## src/rtl/seg_pkg.sv

```systemverilog
// Shared types and constants for the multiplexed 7-segment scan block.
// Glyph bits are {g,f,e,d,c,b,a}, active-high.
package seg_pkg;

  localparam int SEG_W = 8;

  localparam logic [6:0] GLYPH_0 = 7'h3F;
  localparam logic [6:0] GLYPH_1 = 7'h06;
  localparam logic [6:0] GLYPH_2 = 7'h5B;
  localparam logic [6:0] GLYPH_3 = 7'h4F;
  localparam logic [6:0] GLYPH_4 = 7'h66;
  localparam logic [6:0] GLYPH_5 = 7'h6D;
  localparam logic [6:0] GLYPH_6 = 7'h7D;
  localparam logic [6:0] GLYPH_7 = 7'h07;
  localparam logic [6:0] GLYPH_8 = 7'h7F;
  localparam logic [6:0] GLYPH_9 = 7'h6F;
  localparam logic [6:0] GLYPH_A = 7'h77;
  localparam logic [6:0] GLYPH_B = 7'h7C;
  localparam logic [6:0] GLYPH_C = 7'h39;
  localparam logic [6:0] GLYPH_D = 7'h5E;
  localparam logic [6:0] GLYPH_E = 7'h79;
  localparam logic [6:0] GLYPH_F = 7'h71;

  typedef enum logic [1:0] {
    BLANK = 2'd0,
    ON    = 2'd1,
    OFF   = 2'd2
  } state_e;

  typedef struct packed {
    logic       dp;
    logic [3:0] val;
  } digit_t;

endpackage

```

## src/rtl/seg7_hex_decode.sv

```systemverilog
// Combinational hex nibble to 7-segment glyph.
// Output order {g,f,e,d,c,b,a}, active-high.
module seg7_hex_decode
  import seg_pkg::*;
(
  input  logic [3:0] nib,
  output logic [6:0] seg7
);

  always_comb begin
    seg7 = '0;
    unique case (nib)
      4'h0: seg7 = GLYPH_0;
      4'h1: seg7 = GLYPH_1;
      4'h2: seg7 = GLYPH_2;
      4'h3: seg7 = GLYPH_3;
      4'h4: seg7 = GLYPH_4;
      4'h5: seg7 = GLYPH_5;
      4'h6: seg7 = GLYPH_6;
      4'h7: seg7 = GLYPH_7;
      4'h8: seg7 = GLYPH_8;
      4'h9: seg7 = GLYPH_9;
      4'hA: seg7 = GLYPH_A;
      4'hB: seg7 = GLYPH_B;
      4'hC: seg7 = GLYPH_C;
      4'hD: seg7 = GLYPH_D;
      4'hE: seg7 = GLYPH_E;
      4'hF: seg7 = GLYPH_F;
    endcase
  end

endmodule

```

## src/rtl/seg_scan_ctrl.sv

```systemverilog
// Multiplexed 7-segment scan scheduler with double-buffered digits,
// brightness PWM and a blank dead time at the start of every slot.
module seg_scan_ctrl
  import seg_pkg::*;
#(
  parameter int N_DIG = 8,
  parameter int DIV   = 100000,
  parameter int DEAD  = 500
) (
  input  logic             clk_M,
  input  logic             rst,
  input  logic             wr_valid,
  output logic             wr_ready,
  input  logic [2:0]       wr_addr,
  input  logic [3:0]       wr_data,
  input  logic             wr_dp,
  input  logic             commit,
  input  logic [7:0]       dig_en,
  input  logic [3:0]       bright,
  output logic [2:0]       Bit_Sel,
  output logic [SEG_W-1:0] seg,
  output logic             frame_tick
);

  // one spare bit so DEAD+on_len can reach DIV
  localparam int CW = $clog2(DIV) + 1;
  localparam logic [CW-1:0] LAST   = CW'(DIV - 1);
  localparam logic [CW-1:0] DEAD_C = CW'(DEAD);
  localparam logic [CW-1:0] STEP   = CW'((DIV - DEAD) >> 4);
  localparam logic [2:0]    DIG_LAST = 3'(N_DIG - 1);

  logic [CW-1:0]    cnt_q;
  logic [CW-1:0]    cnt_n;
  logic [CW-1:0]    on_len_q;
  logic [CW-1:0]    on_len;
  logic [2:0]       dig_q;
  logic [2:0]       dig_n;
  state_e           state_q;
  state_e           state_n;
  digit_t           shadow_q [8];
  digit_t           active_q [8];
  logic             commit_pend;
  logic             slot_end;
  logic             frame_end;
  logic             wr_fire;
  digit_t           cur;
  logic [6:0]       glyph;
  logic [SEG_W-1:0] seg_n;

  assign slot_end  = cnt_q == LAST;
  assign frame_end = slot_end && (dig_q == DIG_LAST);
  assign cnt_n     = slot_end ? '0 : cnt_q + CW'(1);

  assign dig_n = !slot_end ? dig_q :
                 (dig_q == DIG_LAST) ? 3'd0 :
                 dig_q + 3'd1;

  // on-window length is latched on the first cycle of a slot
  assign on_len = (cnt_q == '0) ? CW'(bright) * STEP
                                : on_len_q;

  assign wr_ready = ~commit_pend;
  assign wr_fire  = wr_valid && wr_ready &&
                    ({1'b0, wr_addr} < 4'(N_DIG));

  always_ff @(posedge clk_M) begin
    if (rst) state_q <= BLANK;
    else     state_q <= state_n;
  end

  always_comb begin
    state_n = state_q;
    if (slot_end) begin
      state_n = BLANK;
    end else begin
      unique case (state_q)
        BLANK: begin
          if (cnt_n == DEAD_C)
            state_n = (on_len != '0) ? ON : OFF;
        end
        ON: begin
          if (cnt_n == DEAD_C + on_len)
            state_n = OFF;
        end
        OFF:     state_n = OFF;
        default: state_n = BLANK;
      endcase
    end
  end

  assign cur = active_q[dig_q];

  seg7_hex_decode u_dec (
    .nib  (cur.val),
    .seg7 (glyph)
  );

  assign seg_n = (state_q == ON && dig_en[dig_q]) ?
                 {cur.dp, glyph} : '0;

  always_ff @(posedge clk_M) begin
    if (rst) begin
      cnt_q       <= '0;
      dig_q       <= '0;
      on_len_q    <= '0;
      Bit_Sel     <= '0;
      seg         <= '0;
      frame_tick  <= 1'b0;
      commit_pend <= 1'b0;
      for (int i = 0; i < 8; i++) begin
        shadow_q[i] <= '0;
        active_q[i] <= '0;
      end
    end else begin
      cnt_q      <= cnt_n;
      dig_q      <= dig_n;
      on_len_q   <= on_len;
      Bit_Sel    <= dig_q;
      seg        <= seg_n;
      frame_tick <= (cnt_n == LAST) && (dig_n == DIG_LAST);
      if (wr_fire)
        shadow_q[wr_addr] <= {wr_dp, wr_data};
      // writes are stalled while pending, so the copy sees a stable shadow
      if (commit_pend) begin
        if (frame_end) begin
          for (int i = 0; i < 8; i++)
            active_q[i] <= shadow_q[i];
          commit_pend <= 1'b0;
        end
      end else if (commit) begin
        commit_pend <= 1'b1;
      end
    end
  end

endmodule
```

## config.mk

```make
export PLATFORM = sky130hd
export DESIGN_NAME = seg_scan_ctrl
export DESIGN_NICKNAME = d
export VERILOG_FILES = /design/src/rtl/seg_pkg.sv /design/src/rtl/seg7_hex_decode.sv /design/src/rtl/seg_scan_ctrl.sv
export SDC_FILE = /design/constraint.sdc
export NUM_CORES = 1
export LEC_CHECK = 0
export ABC_AREA = 1
export BUFFER_PORTS_ARGS = -buffer_cell sky130_fd_sc_hd__buf_2
export CORE_MARGIN = 4
export CORE_UTILIZATION = 45
export CTS_BUF_LIST = sky130_fd_sc_hd__clkbuf_16
export CTS_CLUSTER_DIAMETER = 100
export DETAILED_ROUTE_END_ITERATION = 10
export PLACE_DENSITY = 0.7
export SETUP_SLACK_MARGIN = 0.15
export SKIP_CTS_REPAIR_TIMING = 1
export SLEW_MARGIN = 10
export SYNTH_ARGS = -nofsm -noshare
export SYNTH_HDL_FRONTEND = slang
export SYNTH_HIERARCHICAL = 1
export SYNTH_SLANG_ARGS = --single-unit
```

## constraint.sdc

```tcl
create_clock -name clk_M -period 4.55 [get_ports clk_M]
set_input_delay 0.455 -clock clk_M [delete_from_list [all_inputs] [get_ports clk_M]]
set_output_delay 0.455 -clock clk_M [all_outputs]
set_load 0.05 [all_outputs]
```

# Yosys cells after proc, flatten, opt, wreduce, memory -nomap -nowiden
# Memory sizes are Yosys's and may differ from the RTL's. A register that Yosys moved wholly into a read port is not among the register bits.
# Index checks and enable logic that the tools add are counted.
# classes
n_mux,34
addsub,3
n_eq_ne,10
reduce_logical,11
bitwise,10
order_cmp,1
n_mul,1
# op_table
op,count
two-way mux 5 bit,9
equality test 18 x 17 -> 1 bit (second input constant),2
two-way mux 18 bit,2
adder 18 x 1 -> 18 bit (second input constant),1
adder 9 x 18 -> 18 bit (first input constant),1
equality test 18 bit,1
equality test 18 x 9 -> 1 bit (second input constant),1
logical NOT 18 bit,1
nonzero test 18 bit,1
multiplier 4 x 12 -> 16 bit (second input constant),1
two-way mux 1 bit,14
two-way mux 3 bit,4
OR 1 bit,8
equality test 3 bit (second input constant),2
two-way mux 2 bit,3
case mux 2 bit (3 select lines),1
OR reduction 5 bit,1
logical AND 1 bit,4
< comparator 3 x 4 -> 1 bit (second input constant),1
!= test 2 bit (second input constant),2
OR reduction 2 bit,2
adder 3 x 1 -> 3 bit (second input constant),1
binary-select mux 1 bit (select 3 bit),1
equality test 2 x 1 -> 1 bit (second input constant),1
other kinds (4),5
# word_totals
output_inout_bits,13
ramBits,80
mem_count,3
rom_bits,112
regBits,54
# mem_list
memory,depth,word_bits,rd,rd_ports_with_merged_regs,wr,line_no,text
(no name shown),16,7,1,1,0,seg7_hex_decode.sv:12,unique case (nib)
active_q,8,5,1,1,8,seg_scan_ctrl.sv:41,digit_t active_q [8];
shadow_q,8,5,8,0,8,seg_scan_ctrl.sv:40,digit_t shadow_q [8];

# Longest topological paths before layout
# Gate-level depths: netlist of run 1.
# depth
ltp_word,7
ltp_mapped,28
depth_no_buf,27

# Modules after synthesis
# Netlist of run 1, hierarchy kept.
# modules_own_cells
mod,cells_per_inst,area_each_um2,instances
seg_scan_ctrl,995,7557.2,1
seg7_hex_decode,52,270.3,1

# Worst setup path before layout of run 1
# OpenSTA, ideal clock, no wires.
# synth_timing
path_type,reg-to-reg
start,register cnt_q[8]
end,memory active_q[0][0] (netlist name) (enable)
path_slack_ns,0.052
required_time_ns,4.055
path_stages_with_launch,8
period_less_slack_ns,4.498
n_path_buf,2
setup_time_ns,0.495
arrival_ns,4.003
cell_sequence,dfxtp_1 > buf_2 > nor2_1 > nand2_1 > nor2_4 > buf_4 > nand4_2 > o21ai_0
# synth_lines
item,line_no,text
from (decl),seg_scan_ctrl.sv:32,logic [CW-1:0] cnt_q;
from (signal assigned),seg_scan_ctrl.sv:115,cnt_q <= cnt_n;
to (decl),seg_scan_ctrl.sv:41,

# Worst setup path in the final report of run 1
# layout_timing
start,register cnt_q[0]
end,register state_q[0]
# layout_between
elab_chain_len,6
# layout_rtl
item,line_no,text
logical NOT 18 bit (*),seg_scan_ctrl.sv:59,assign on_len = (cnt_q == '0) ? CW'(bright) * STEP
two-way mux 18 bit (*),seg_scan_ctrl.sv:59,
named net on_len[2],seg_scan_ctrl.sv:35,logic [CW-1:0] on_len;
adder 9 x 18 -> 18 bit / nonzero test 18 bit (equally long branches),"seg_scan_ctrl.sv:82, seg_scan_ctrl.sv:79",
equality test 18 bit / two-way mux 2 bit (equally long branches),"seg_scan_ctrl.sv:82, seg_scan_ctrl.sv:79",
!= test 2 bit (no line) / two-way mux 2 bit (equally long branches),n/a,
AND reduction 2 bit (no line) / case mux 2 bit (3 select lines) (equally long branches),n/a,
to (signal assigned),seg_scan_ctrl.sv:68,else state_q <= state_n;
to (decl),seg_scan_ctrl.sv:38,state_e state_q;
# Mark *: on every way through the listed nets, which the timed path passes. The rest lies on a longest branch. The select of a mux whose other input is x is not followed.
# A chain may end at the register's enable or synchronous reset.

==> reports/summary.txt, run 1 <==
total track usage: 19.4%
kind of end point of the critical path: register
PwrDens: 386 nW/um^2
dpl cells: 1,280
Net Count, Synth: 1,104
top-area cell type share of the netlist area: 30.7%
vias per cell: 4.99
syn avg cell area: 7.48 um^2
Layout Nets: 1,136
final setup vio count: 0
CP max FO: 17
Max-cap violations: 0
leading area contributor after synthesis: edfxtp_1
status: finished clean
CTS H-Tree Depth: 4
global-route wire length before repair: 30,500 um
Initial Util: 46.5%
overall die area: 19,600 um^2
Yosys reg bits: 134
share of cells above drive strength 1: 11.4%
clk_skew: 12.6 ps
RePlAce Congestion: 0.949
Non-Filler Instances: 1,312
Max VDD drop: 285 uV
Synth cell types: 40
sequential element share of the synthesized area: 44.5%
cells after synthesis: 1,047
DRT Pass-1 Iters: 6
arrival time worst endpoint: 3570 ps
met3 wire len: 933 um
n_diodes: 0
met1 wire length: 8330 um
CORE AREA: 16,800 um^2
largest net degree at the start of global routing: 54
Hold Path Depth: 3
post-DP HPWL: 13,300 um
Final Critical Period: 3240 ps
max_slew headroom: 48.6%
unrepaired setup endpoints after global routing: false
I/O pin cnt: 37
fmax: 0.309 GHz
root buffer cell: clkbuf_16
sequential cell area: 3480 um^2
CTS tree: built
clock tree buffer depth: 2
PortBufs: 36
overflow left after global routing: 0
met2 routed WL: 8630 um
Startpoint Class: register
Clock Pin Slew Worst Setup and Hold Paths: 70 ps
Setup TNS: 0 ps
FF-to-FF path depth: 24
Fill cells: 1,610
Hold Violations, Final: 0
Layout area overhead: 12.4%
period utilization: 71.2%
Synth Cell Area: 7830 um^2
number of DRC markers in iteration 0: 545
top post-synthesis cells by area: edfxtp_1 31%, dfxtp_1 14%, nor2_1 12%
most frequent cells in the layout: 251 x nor2_1, 230 x nand2_1, 145 x inv_1
Slowest-stage cell, CP: dfxtp_1
critical-path cell list: inv_1 > ha_1 > inv_1 > nor2_4 > nand2_1 > nor2_4 > nand2_4 > nand2_2 > nand2_2 > ha_1 > inv_1 > nand3_4 > nor2_4 > nand2_1 > nand3_1 > nand2_1 > nor2_1 > nand3_1 > nor2_1 > nand4_1 > nand2_2 > nand2_2 > nor2_1 > nor2_1
Setup CP Type: reg2reg
Multi-input gate area: 3650 um^2
Static Leak: 0.00421 uW
Worst Tran Pin Value: 768 ps
Residual DRC: 0
vias in the first global route: 6,201
HP Class: in2reg
worst skew pair latency: 430 ps
yosys synthesis warning count: 6
Final Max Tran Viols: 0
WP data required: 4880 ps
final antenna-violating net count: 0
Max Used Layer: met4
via count: 6,553
CTS Buf Count: 17
Die Y: 140 um
initial antenna violation count: 0
CTS sink count: 134
row cnt: 47
commonest non-fill, non-tap cell in the layout: nor2_1
Routed Wire Length: 18,200 um
Die W: 140 um
largest stage delay on the critical path: 340 ps
drt wl/cell: 13.9 um
-- cells in the mapped netlist, drive strengths merged --
| cell type | number |
|---|---|
| nor3 | 10 |
| nor2 | 267 |
| nand2 | 253 |
| o21ai | 37 |
| inv | 147 |
| or2 | 2 |
| o21bai | 2 |
| o2111ai | 1 |
| xnor2 | 3 |
| nand3 | 72 |
| a31oi | 4 |
| ha | 33 |
| o22ai | 7 |
| nand4 | 18 |
| dfxtp | 54 |
| a211oi | 1 |
| edfxtp | 80 |
| a21oi | 5 |
| a21o | 1 |
| o221ai | 1 |
| xor2 | 8 |
| nand3b | 9 |
| clkbuf | 18 |
| nor4 | 4 |
| clkinv | 1 |
| buf | 9 |
-- layout make-up --
type,instances,share of cell area (%)
clock buffer,17,4.83
timing repair buffer,40,2.39
multi-input combinational,738,41.5
tap,220,3.13
clock inverter,15,2.27
sequential,134,39.6
inverter,148,6.31
-- critical path, delay by kind of cell (launching register included) --
family | cells | cell delay [ps]
buffers and inverters | 3 | 350
DFF | 1 | 340
and+or+nand+nor | 19 | 2040
adders and majority gates | 2 | 400
-- report_power, final --
part	leakage [uW]	switching (uW)	internal, uW
clock	0.000305	609	843
sequential	0.00127	25.6	1340
combinational	0.00264	389	185
-- flip-flops by register name, summed over array words and instances (netlist names) --
signal,count
shadow_q,40
cnt_q,18
state_q,2
dig_q,3
active_q,40
frame_tick,1
Bit_Sel,3
on_len_q,18
commit_pend,1
seg,8
-- cell families after synthesis --
kind of cell,count (synthesis),share of synthesized area [%]
AO/OA/AOI/OAI,59,4.22
adder cells (fa/ha/maj),33,5.27
XOR/XNOR,11,1.23
flip-flops,134,44.5
AND/OR/NAND/NOR,635,35.8
buffers and inverters,175,9.00
-- path summary, 6_finish.rpt --
check	from	endpoint	slack [ps]
worst max-delay path	cnt_q[0]$_SDFF_PP0_	state_q[0]$_SDFFE_PP0P_	1310
worst min-delay path	commit	commit_pend$_SDFF_PP0_	260
worst max register to register	cnt_q[0]$_SDFF_PP0_	state_q[0]$_SDFFE_PP0P_	1310
worst min register to register	on_len_q[1]$_SDFF_PP0_	on_len_q[1]$_SDFF_PP0_	520
-- through the flow --
step / instance area, um^2 / total power (uW) / hold WS [ps] / utilization (%) / setup WS (ps)
6_report: 8800 / 3400 / 257 / 52.3 / 1310
5_1_grt: 8800 / 3570 / 272 / 52.3 / 870
4_1_cts: 8800 / 3420 / 248 / 52.3 / 1300
3_5_place_dp: 8180 / 1970 / 506 / 48.6 / 1320
3_3_place_gp: 8180 / 1960 / 502 / 48.6 / 1390
2_1_floorplan: 7830 / 1840 / 460 / - / 1150
-- layer usage --
metal  GRT usage (%)  up-vias
met5               0        -
met4            5.41        0
met1            25.5     2975
li1                -     3382
met2            32.1      166
met3            4.77       30
No activity file was read; power rests on OpenSTA's default activity.
==> run 2: changes to the inputs <==
--- a/config.mk
+++ b/config.mk
@@ -5,14 +5,14 @@
 export SDC_FILE = /design/constraint.sdc
 export NUM_CORES = 1
 export LEC_CHECK = 0
-export ABC_AREA = 1
+export ABC_AREA = 0
 export BUFFER_PORTS_ARGS = -buffer_cell sky130_fd_sc_hd__buf_2
 export CORE_MARGIN = 4
 export CORE_UTILIZATION = 45
 export CTS_BUF_LIST = sky130_fd_sc_hd__clkbuf_16
 export CTS_CLUSTER_DIAMETER = 100
 export DETAILED_ROUTE_END_ITERATION = 10
-export PLACE_DENSITY = 0.7
+export PLACE_DENSITY = 0.68
 export SETUP_SLACK_MARGIN = 0.15
 export SKIP_CTS_REPAIR_TIMING = 1
 export SLEW_MARGIN = 10
==> constraint.sdc (replaced) <==
create_clock -name clk_M -period 3.2 [get_ports clk_M]
set_input_delay 0.32 -clock clk_M [delete_from_list [all_inputs] [get_ports clk_M]]
set_output_delay 0.32 -clock clk_M [all_outputs]
set_load 0.05 [all_outputs]
==> run 2 against run 1 <==
Compared with the run above: worst setup slack lost 1200 ps; critical endpoint is now state_q[1]$_SDFFE_PP0P_; final cell count decreased by 26%; largest cell class unchanged; routed wire length shrank 8.9%; non-clock buffer count up 66; clock-buffer cell count unchanged; total power grew 41%.
==> reports/summary.txt, run 2 <==
status: finished clean (unchanged)
sequential cell area: 3490 um^2 (was 3480 um^2)
vias in the first global route: 5,140 (was 6,201)
n_diodes: 0 (unchanged)
worst skew pair latency: 430 ps (about the same)
Synth Area in XOR/XNOR: 5.74% (was 1.23%)
Residual DRC: 0 (unchanged)
largest family of logic cells by synthesized area: simple AND/OR/NAND/NOR gates (unchanged)
critical-path cell list: or3_4 > or3_4 > or4_4 > and2_1 > xor2_1 > o31ai_1 > o2111ai_1 > o21ai_2 > mux2i_1 (was inv_1 > ha_1 > inv_1 > nor2_4 > nand2_1 > nor2_4 > nand2_4 > nand2_2 > nand2_2 > ha_1 > inv_1 > nand3_4 > nor2_4 > nand2_1 > nand3_1 > nand2_1 > nor2_1 > nand3_1 > nor2_1 > nand4_1 > nand2_2 > nand2_2 > nor2_1 > nor2_1)
unrepaired setup endpoints after global routing: true (was false)
Die W: 134 um (was 140 um)
RePlAce Congestion: 0.879 (was 0.949)
sequential element share of the synthesized area: 48.7% (was 44.5%)
DRT Pass-1 Iters: 8 (was 6)
overall die area: 18,000 um^2 (was 19,600 um^2)
Multi-input gate area: 3740 um^2 (was 3650 um^2)
Yosys reg bits: 134 (unchanged)
largest net degree at the start of global routing: 42 (was 54)
Final Max Tran Viols: 0 (unchanged)
predominant post-synthesis flop cell: edfxtp_1 (unchanged)
Async S/R FF share, synth: 0% (unchanged)
vias per cell: 5.29 (was 4.99)
dpl cells: 931 (was 1,280)
largest registers: active_q: 40 flops, shadow_q: 40 flops (unchanged)
Hold Violations, Final: 0 (unchanged)
top cells by count, synth: 83 x and2_1, 80 x edfxtp_1, 61 x nor2_1, 54 x dfxtp_1, 33 x ha_1 (was 251 x nor2_1, 230 x nand2_1, 145 x inv_1, 80 x edfxtp_1, 67 x nand3_1)
fmax: 0.321 GHz (was 0.309 GHz)
post-DP HPWL: 12,100 um (was 13,300 um)
Final Critical Period: 3110 ps (was 3240 ps)
largest stage delay on the critical path: 580 ps (was 340 ps)
Startpoint Class: register (unchanged)
global-route wire length before repair: 26,200 um (was 30,500 um)
Layout area overhead: 25.3% (was 12.4%)
Die Y: 134 um (was 140 um)
Net Count, Synth: 705 (was 1,104)
CTS tree: built (unchanged)
I/O pin cnt: 37 (unchanged)
top-area cell type share of the netlist area: 33.6% (was 30.7%)
PortBufs: 36 (unchanged)
CP max FO: 3 (was 17)
Synth Cell Area: 7150 um^2 (was 7830 um^2)
CP most frequent cell: or3_4
Max-cap violations: 0 (unchanged)
top post-synthesis cells by area: edfxtp_1 34%, dfxtp_1 15%, and2_1 7.3% (was edfxtp_1 31%, dfxtp_1 14%, nor2_1 12%)
arrival time worst endpoint: 3470 ps (was 3570 ps)
HP Class: in2reg (unchanged)
post-synthesis mux area share: 8.70% (was 0%)
number of DRC markers in iteration 0: 420 (was 545)
drt wl/cell: 17.0 um (was 13.9 um)
CTS Buf Count: 17 (unchanged)
kind of end point of the critical path: register (unchanged)
leading area contributor after synthesis: edfxtp_1 (unchanged)
CTS sink count: 134 (unchanged)
clk_skew: 7.22 ps (was 12.6 ps)
WP data required: 3550 ps (was 4880 ps)
Compound-Gate Fraction of Synth Area: 5.01% (was 4.22%)
most frequent cells in the layout: 83 x and2_1, 80 x edfxtp_1, 65 x buf_4 (was 251 x nor2_1, 230 x nand2_1, 145 x inv_1)
Worst Tran Pin Value: 649 ps (was 768 ps)
syn avg cell area: 11.0 um^2 (was 7.48 um^2)
final core occ: 58.3% (was 52.3%)
overflow left after global routing: 0 (unchanged)
Setup CP Type: reg2reg (unchanged)
max_slew headroom: 56.6% (was 48.6%)
post-synthesis simple-gate area fraction: 23.6% (was 35.8%)
initial antenna violation count: 0 (unchanged)
Clock Pin Slew Worst Setup and Hold Paths: 60 ps (was 70 ps)
clock tree buffer depth: 2 (unchanged)
Initial Util: 46.5% (about the same)
PwrDens: 536 nW/um^2 (was 386 nW/um^2)
Fill cells: 1,265 (was 1,610)
top-count cell post-synth: and2_1 (was nor2_1)
total track usage: 18.6% (was 19.4%)
cells after synthesis: 648 (was 1,047)
via count: 5,157 (was 6,553)
Layout Nets: 807 (was 1,136)
Non-Filler Instances: 974 (was 1,312)
Static Leak: 0.00348 uW (was 0.00421 uW)
row cnt: 45 (was 47)
commonest non-fill, non-tap cell in the layout: and2_1 (was nor2_1)
Max VDD drop: 419 uV (was 285 uV)
period utilization: 97.3% (was 71.2%)
final setup vio count: 0 (unchanged)
Routed Wire Length: 16,600 um (was 18,200 um)
final antenna-violating net count: 0 (unchanged)
Synth Area in Adders: 5.78% (was 5.27%)
Slowest-stage cell, CP: or4_4 (was dfxtp_1)
CTS H-Tree Depth: 4 (unchanged)
Post-synth EDFFs: 80 (unchanged)
Synth cell types: 67 (was 40)
yosys synthesis warning count: 6 (unchanged)
root buffer cell: clkbuf_16 (unchanged)
share of cells above drive strength 1: 28.6% (was 11.4%)
CORE AREA: 15,400 um^2 (was 16,800 um^2)
==> run 2: changes by cell type in the layout (fill, tap and decap cells not counted), sizes merged, moves of 23 or more <==
cell   change
nor2     -204
and2      +83
o21ai     -27
buf       +66
nand3     -52
xnor2     +23
nand2    -228
inv      -134
==> run 2: area by class of cell <==
type,instances,share of cell area [%]
timing repair buffer,106,8.37
sequential,134,38.9
multi-input combinational,474,41.8
clock buffer,17,4.75
tap,211,2.95
clock inverter,15,2.50
inverter,17,0.713
==> run 2: through the flow <==
step                      setup slack, ps  TNS [ps]  area [um^2]  hold slack (ps)  total power [uW]
final                                87.6         0         8950              105              4800
after global routing                 14.4         0         8950              135              4960
after CTS                           -21.8     -21.8         8660             86.1              4740
after detailed placement             -185      -342         8010              494              2580
after global placement              -73.8      -148         8010              466              2560
after floorplan                       158         0         7210              431              2360
==> run 2: worst max-delay path: cells and delay by family (launching register included) <==
family                    cells  cell delay [ps]
AOI/OAI and AO/OA             3              720
xor gates and xnor gates      1              180
DFF                           1              310
muxes                         1              210
and+or+nand+nor               4             1610
==> run 2: worst paths after layout <==
check                                             start                      end  slack (ps)  cells past startpoint
worst max-delay path                cnt_q[8]$_SDFF_PP0_  state_q[1]$_SDFFE_PP0P_          90                      9
worst min-delay path                             commit   commit_pend$_SDFF_PP0_         100                      3
worst max register to register      cnt_q[8]$_SDFF_PP0_  state_q[1]$_SDFFE_PP0P_          90                      9
worst min register to register  on_len_q[17]$_SDFF_PP0_  on_len_q[17]$_SDFF_PP0_         500                      2
==> run 2: routing by layer <==
metal | GRT usage, % | up-vias | wire length, um
li1 | - | 2514 | -
met1 | 22.4 | 2481 | 7030
met2 | 32.3 | 130 | 8450
met3 | 4.76 | 32 | 673
met4 | 6.67 | 0 | 425
met5 | 0 | - | 0
==> run 2: logic make-up (layout without fill, tap and decap cells) <==
logic type	count (synthesis)	count (layout)
buffers and inverters	40	155
and+or+nand+nor	300	300
AOI/OAI and AO/OA	51	51
DFF	134	134
xor gates and xnor gates	46	46
adders and majority gates	33	33
muxes	44	44
==> run 2: power breakdown <==
group / switching, uW / internal (uW)
registers: 37.1 / 1900
logic: 363 / 335
clock network: 773 / 1390
